File: src/rtl/disp_scan_ctrl.sv
// Time-multiplexed scan controller for a 4-digit HH:MM display: walks one shared
// BCD decoder across the digits with a dead-time blank before each lit phase.
module disp_scan_ctrl #(
  parameter int PRESC       = 250,
  parameter int BLANK_TICKS = 1,
  parameter int DRIVE_TICKS = 4
) (
  input  logic       clk,
  input  logic       rst,
  input  logic [3:0] d0,
  input  logic [3:0] d1,
  input  logic [3:0] d2,
  input  logic [3:0] d3,
  input  logic       lzb_en,
  input  logic       colon_in,
  output logic [3:0] dec_val,
  output logic       dec_tens,
  output logic [3:0] dig_en,
  output logic       colon_out,
  output logic [1:0] slot_idx
);

  localparam int CNT_W = (PRESC > 1) ? $clog2(PRESC) : 1;
  localparam int MAX_T = (BLANK_TICKS > DRIVE_TICKS) ? BLANK_TICKS : DRIVE_TICKS;
  localparam int PH_W  = (MAX_T > 1) ? $clog2(MAX_T) : 1;

  localparam logic [CNT_W-1:0] CNT_LAST   = CNT_W'(PRESC - 1);
  localparam logic [PH_W-1:0]  BLANK_LAST = PH_W'(BLANK_TICKS - 1);
  localparam logic [PH_W-1:0]  DRIVE_LAST = PH_W'(DRIVE_TICKS - 1);

  typedef enum logic {BLANK, DRIVE} state_t;

  state_t           state_reg, state_next;
  logic [CNT_W-1:0] cnt_reg, cnt_next;
  logic [PH_W-1:0]  phase_reg, phase_next;
  logic [1:0]       slot_reg, slot_next;
  logic [3:0]       dec_val_reg, dec_val_next;
  logic             dec_tens_reg, dec_tens_next;
  logic [3:0]       dig_en_reg, dig_en_next;
  logic             colon_reg, colon_next;

  logic             tick;
  logic [3:0]       d_sel;
  logic             invalid;
  logic             lz_blank;
  logic [3:0]       slot_onehot;

  genvar gi;
  generate
    for (gi = 0; gi < 4; gi++) begin : g_onehot
      assign slot_onehot[gi] = (slot_reg == 2'(gi));
    end
  endgenerate

  always_comb begin
    d_sel = d0;
    case (slot_reg)
      2'd0: d_sel = d0;
      2'd1: d_sel = d1;
      2'd2: d_sel = d2;
      2'd3: d_sel = d3;
      default: d_sel = d0;
    endcase
  end

  // The minutes-tens digit only has a 0..5 decoder path, so 6..9 is also illegal there.
  assign invalid  = (d_sel > 4'd9) || ((slot_reg == 2'd1) && (d_sel > 4'd5));
  assign lz_blank = lzb_en && (slot_reg == 2'd3) && (d_sel == 4'd0);
  assign tick     = (cnt_reg == CNT_LAST) && !rst;

  always_comb begin
    state_next    = state_reg;
    phase_next    = phase_reg;
    slot_next     = slot_reg;
    dec_val_next  = dec_val_reg;
    dec_tens_next = dec_tens_reg;
    dig_en_next   = dig_en_reg;
    cnt_next      = tick ? '0 : cnt_reg + CNT_W'(1);

    case (state_reg)
      BLANK: begin
        if (tick) begin
          if (phase_reg == BLANK_LAST) begin
            state_next    = DRIVE;
            phase_next    = '0;
            dec_val_next  = invalid ? 4'hF : d_sel;
            dec_tens_next = slot_reg[0];
            dig_en_next   = (invalid || lz_blank) ? 4'b0000 : slot_onehot;
          end else begin
            phase_next = phase_reg + PH_W'(1);
          end
        end
      end
      DRIVE: begin
        if (tick) begin
          if (phase_reg == DRIVE_LAST) begin
            state_next  = BLANK;
            phase_next  = '0;
            slot_next   = slot_reg + 2'd1;
            dig_en_next = 4'b0000;
          end else begin
            phase_next = phase_reg + PH_W'(1);
          end
        end
      end
      default: state_next = BLANK;
    endcase

    // Registered form of colon_in AND (DRIVE) AND (slot 2), evaluated on the post-edge state.
    colon_next = colon_in && (state_next == DRIVE) && (slot_next == 2'd2);
  end

  always_ff @(posedge clk) begin
    if (rst) begin
      state_reg    <= BLANK;
      cnt_reg      <= '0;
      phase_reg    <= '0;
      slot_reg     <= 2'd0;
      dec_val_reg  <= 4'd0;
      dec_tens_reg <= 1'b0;
      dig_en_reg   <= 4'b0000;
      colon_reg    <= 1'b0;
    end else begin
      state_reg    <= state_next;
      cnt_reg      <= cnt_next;
      phase_reg    <= phase_next;
      slot_reg     <= slot_next;
      dec_val_reg  <= dec_val_next;
      dec_tens_reg <= dec_tens_next;
      dig_en_reg   <= dig_en_next;
      colon_reg    <= colon_next;
    end
  end

  assign dec_val   = dec_val_reg;
  assign dec_tens  = dec_tens_reg;
  assign dig_en    = dig_en_reg;
  assign colon_out = colon_reg;
  assign slot_idx  = slot_reg;

endmodule

File: config.mk
export PLATFORM = sky130hd
export DESIGN_NAME = disp_scan_ctrl
export DESIGN_NICKNAME = d
export VERILOG_FILES = /design/src/rtl/disp_scan_ctrl.sv
export SDC_FILE = /design/constraint.sdc
export NUM_CORES = 1
export LEC_CHECK = 0
export ABC_CLOCK_PERIOD_IN_PS = 4000
export BUFFER_PORTS_ARGS = -buffer_cell sky130_fd_sc_hd__buf_2
export CAP_MARGIN = 20
export CORE_ASPECT_RATIO = 0.7
export CORE_MARGIN = 4
export CORE_UTILIZATION = 35
export DETAILED_ROUTE_END_ITERATION = 10
export PLACE_DENSITY = 0.62
export SYNTH_ARGS = -nofsm -noshare
export SYNTH_HDL_FRONTEND = slang
export SYNTH_SLANG_ARGS = --single-unit
export TNS_END_PERCENT = 20
File: constraint.sdc
create_clock -name clk -period 4 [get_ports clk]
set_input_delay 0.4 -clock clk [delete_from_list [all_inputs] [get_ports clk]]
set_output_delay 0.4 -clock clk [all_outputs]
set_load 0.02 [all_outputs]
Word level (Yosys, flattened, before mapping)

Index checks and enable logic that the tools add are counted.

Flip-flop bits (word level): 23
Bits of input ports: 20
Output and inout bits: 12
Word-level logic and storage cells: 61

Add/sub/neg operators: 3
Magnitude comparators: 2
Equality and inequality tests: 10
Multiplexer cells: 21
Bitwise gates (word level): 1
Reduce and logical (&&, ||, !) cells: 16

Operators by type and width:

| operator                                                                        | count |
|---|---|
| 4-bit 2-to-1 mux                                                                | 6 |
| 4-bit one-hot mux with 4 select lines                                           | 1 |
| 2-bit 2-to-1 mux                                                                | 7 |
| 8-bit by 1-bit adder with 8-bit output, second input constant                   | 1 |
| 2-bit equality test, second input constant                                      | 4 |
| 8-bit equality test, second input constant                                      | 1 |
| 4-bit one-hot mux with 2 select lines                                           | 1 |
| 1-bit logical AND                                                               | 6 |
| 2-bit by 1-bit adder with 2-bit output, second input constant                   | 2 |
| 4-bit by 3-bit greater-than comparator with 1-bit output, second input constant | 1 |
| 4-bit greater-than comparator, second input constant                            | 1 |
| 2-bit logical NOT                                                               | 2 |
| 4-bit logical NOT                                                               | 1 |
| 1-bit 2-to-1 mux                                                                | 4 |
| 2-bit by 1-bit != test with 1-bit output, second input constant                 | 2 |
| 2-bit != test, second input constant                                            | 2 |
| 2-bit one-hot mux with 2 select lines                                           | 1 |
| 4-bit AND reduction                                                             | 1 |
| 3-bit AND reduction                                                             | 1 |
| 2-bit by 1-bit equality test with 1-bit output, second input constant           | 1 |
| 1-bit logical OR                                                                | 2 |
| 1-bit one-hot mux with 2 select lines                                           | 1 |
| 2-bit AND reduction                                                             | 1 |
| 2-bit OR reduction                                                              | 1 |
| 2 further kinds                                                                 | 2 |

Logic depth before layout (Yosys ltp)

Depth after elaboration: 10
Gate-level depth with buffers: 8
Gate-level depth less buffers: 7

Least setup slack after synthesis

Ideal clock, no wire load.

Path type: reg-to-reg
From: register slot_reg[1] (netlist: slot_idx[1])
To: register dig_en_reg[0] (netlist: dig_en[0])
Setup time: 0.128 ns
Arrival: 2.040 ns
Slack: 1.832 ns
Stages on the path, launching flop included: 9
Buffers on the path: 1
Period minus slack after synthesis: 2.168 ns
Cell sequence: dfxtp_1 -> inv_1 -> ha_1 -> buf_2 -> a22oi_1 -> or3b_2 -> o32a_1 -> o221ai_1 -> o21ai_0

Cells in the longest elaborated chain, start to end: 10

Ends and longest elaborated chain:

| item                                                     | line   | RTL |
|---|---|---|
| from (decl)                                              | 36     | `logic [1:0] slot_reg, slot_next;` |
| from (signal assigned)                                   | 127    | `slot_reg <= slot_next;` |
| 2-bit equality test, or another cell as far along        | 57, 68 |  |
| 4-bit one-hot mux with 4 select lines                    | 57     | `case (slot_reg)` |
| 4-bit by 3-bit greater-than comparator with 1-bit output | 67     | `assign invalid = (d_sel > 4'd9) \|\| ((slot_reg == 2'd1) && (d_sel > 4'd5));` |
| 1-bit logical AND                                        | 67     |  |
| 1-bit logical OR                                         | 67     |  |
| 1-bit logical OR                                         | 88     | `dig_en_next = (invalid \|\| lz_blank) ? 4'b0000 : slot_onehot;` |
| 4-bit 2-to-1 mux *                                       | 88     |  |
| 4-bit 2-to-1 mux *                                       | 83     | `if (phase_reg == BLANK_LAST) begin` |
| 4-bit 2-to-1 mux *                                       | 82     | `if (tick) begin` |
| 4-bit one-hot mux with 2 select lines *                  | 80     | `case (state_reg)` |
| to (signal assigned)                                     | 130    | `dig_en_reg <= dig_en_next;` |
| to (decl)                                                | 39     | `logic [3:0] dig_en_reg, dig_en_next;` |

Mark *: on every way between the ends. The rest lies on a longest branch, timed or not. The select of a mux whose other input is x is not followed.
A chain may end at the register's enable or synchronous reset.

Final worst setup path

From: register slot_reg[0] (netlist: slot_idx[0])
To: register dig_en_reg[0] (netlist: dig_en[0])

The elaborated chain is that of the path after synthesis.

==> impl_metrics.yaml <==
sta:
  drv_slew: 0
  finalSetupTns_ns: 0
  tightestPinTransition_ns: 0.805
  finalSetupViolations: 0
  relSlewSlack_pct: 45.9
  fin_skew_ns: 0.00552
  grt_setup_unrepaired: "false"
  final.min_clock_period_ns: 2.23
  finalHoldViolations: 0
  holdWs_ns: 0.429
  fmax_mhz: 448
  period_share_pct: 55.8
setup_path:
  reg2reg_from: "slot_idx[0]$_SDFF_PP0_"
  startpoint: "slot_idx[0]$_SDFF_PP0_"
  critical_path_class: "reg -> reg"
  critical_path_required_ns: 4.13
  start_kind: "register"
  cp_max_fo: 7
  path_cells: "inv_1 > ha_1 > a22oi_1 > or3b_2 > o32a_1 > o221ai_1 > o21ai_0"
  crit_arrival_ns: 2.36
  critPathMaxStageDelay_ns: 0.47
  ff2ff_path_depth: 7
  end_kind: "register"
  critPathSlowestCell: "dfxtp_1"
  cp_top_family: "compound AO/OA/AOI/OAI gates"
  crit_buf_inv: 1
  cp_num_cells: 7
floorplanning:
  core_sq_um: 3230
  pin_count: 32
  die_area_sq_um: 4470
  die_x_microns: 78.2
  die-height_microns: 57.2
  initial_core_util_pct: 37.4
  num_rows: 17
grt:
  antenna_found_initial: 0
  first_global_vias: 1005
  grt_max_degree: 14
  grt.overflow.total: 0
  grtUsageTotal_pct: 12.2
  grt_pass1_wl_microns: 4420
synth:
  yosysWarnings: 0
  ys_ff_latch: 23
  async_reset_ff_share_pct: 0
  synth_edf_count: 0
  ys_top_cells_by_count: "dfxtp_1, nand2_1, nor2_1"
  synth.distinct_cells: 40
  synth_top_area_cell: "dfxtp_1"
  synthDominantCellAreaShare_pct: 38.1
  ys_seq_area_share_pct: 38.1
  syn_avg_cell_area_sq_um: 8.70
  syn_nets: 169
  synth_ff_type: "dfxtp_1"
  yosysMostFrequentCell: "dfxtp_1"
  synth_area_leaders: "dfxtp_1, ha_1, nand2_1"
  synth_area_sq_um: 1210
  syn_inst: 139
clock_tree:
  postCtsSetupBuffers: 0
  h-tree-depth: 1
  cts_num_sinks: 23
  clk_latency_ns: 0.26
  hold_buffers: 0
  cts_buffers: 3
  ctsResizeCount: 0
  clkTransAtPathRegs_ns: 0.08
  clock_path_buffers: 2
  clockRootBuffer: "clkbuf_8"
  tritoncts: "done"
detailed_routing:
  drt-initial-drc-count: 39
  drcViolationCount: 0
  vias: 1077
  wire_per_inst_microns: 12.2
  postRouteAntennaNets: 0
  drt_first_pass_iters: 4
  wirelength_microns: 2660
  avgViaCountPerCell: 4.94
hold_path:
  hold_depth: 2
  hold_start: "colon_in"
  hold_path.class: "in -> reg"
power_and_ir_drop:
  irDropWorstVdd_mv: 0.188
  powerDensity_nw_per_um2: 275
  power_leakage_nw: 0.629
layout:
  instances_no_fill: 218
  synthToLayoutAreaGrowth_pct: 20.3
  drive_above_1_share_pct: 23.4
  nFillCells: 340
  fin_nets: 202
  regArea_sq_um: 460
  largest_reg_flops: 8
  multi_input_area_sq_um: 693
  n_antenna_cell: 0
placement:
  io_buffers: 31
  placed_cells: 214
  hpwl_microns: 2150
  gp_congestion: 0.854
run_status:
  status: "finished clean"
run:
  maxCapViolations: 0
-- final timing paths --
| path | endpoint | slack [ns] |
|---|---|---|
| min reg2reg | dig_en[1]$_SDFFE_PP0P_ | 0.43 |
| min | colon_out$_SDFF_PP0_ | 0.43 |
| max | dig_en[0]$_SDFFE_PP0P_ | 1.77 |
| max reg2reg | dig_en[0]$_SDFFE_PP0P_ | 1.77 |
-- metrics by stage --
step	setup slack, ns	power, mW	util [%]	cell area, sq um
final	1.77	0.400	45.0	1450
after floorplan	1.83	0.254	-	1210
after detailed placement	1.79	0.267	43.6	1410
after global routing	1.51	0.424	45.0	1450
after CTS	1.76	0.408	45.0	1450
after global placement	1.90	0.267	43.6	1410
-- cell type report --
cell class                      instances  area share [%]
Clock buffer                            4            3.10
Inverter                               11            2.84
Multi-Input combinational cell        102            47.7
Sequential cell                        23            31.7
Tap cell                               47            4.04
Timing Repair Buffer                   31            10.7
-- report_power, final --
| group | total (mW) | switching [mW] | internal (mW) |
|---|---|---|---|
| sequential | 0.235 | 0.00344 | 0.231 |
| combinational | 0.0271 | 0.0144 | 0.0128 |
| clock | 0.138 | 0.0675 | 0.0709 |
| total | 0.400 | 0.0853 | 0.315 |
-- per-layer routing --
metal	vias up	GRT usage, %	share of wire, %	wire length (microns)
met5	-	0	0	0
met4	0	2.24	0.49	13
met3	2	4.42	5.2	138
met2	15	19.3	44	1160
met1	505	16.4	51	1350
li1	555	-	-	-
-- kinds of logic (layout without fill, tap and decap cells) --
family | Yosys count | count (layout) | synth area share, %
flip-flops | 23 | 23 | 38.1
AND/OR/NAND/NOR | 52 | 52 | 23.0
AO/OA/AOI/OAI | 31 | 31 | 17.2
adder cells (fa/ha/maj) | 10 | 10 | 10.4
buffers and inverters | 14 | 46 | 4.55
multiplexers | 3 | 3 | 2.48
XOR/XNOR | 6 | 6 | 4.35
-- layout by cell type, fill, tap and decap left out, types with 3 or more instances in the layout --
cell type  Yosys  layout
buf_2          2      31
dfxtp_1       23      23
nor2_1        15      15
nand2_1       15      15
inv_1         11      11
ha_1          10      10
o21ai_0        8       8
nand3_1        6       6
a21oi_1        6       6
xor2_1         4       4
mux2i_1        3       3
a211oi_1       3       3
clkbuf_8       0       3
No activity file was read; power rests on OpenSTA's default activity.
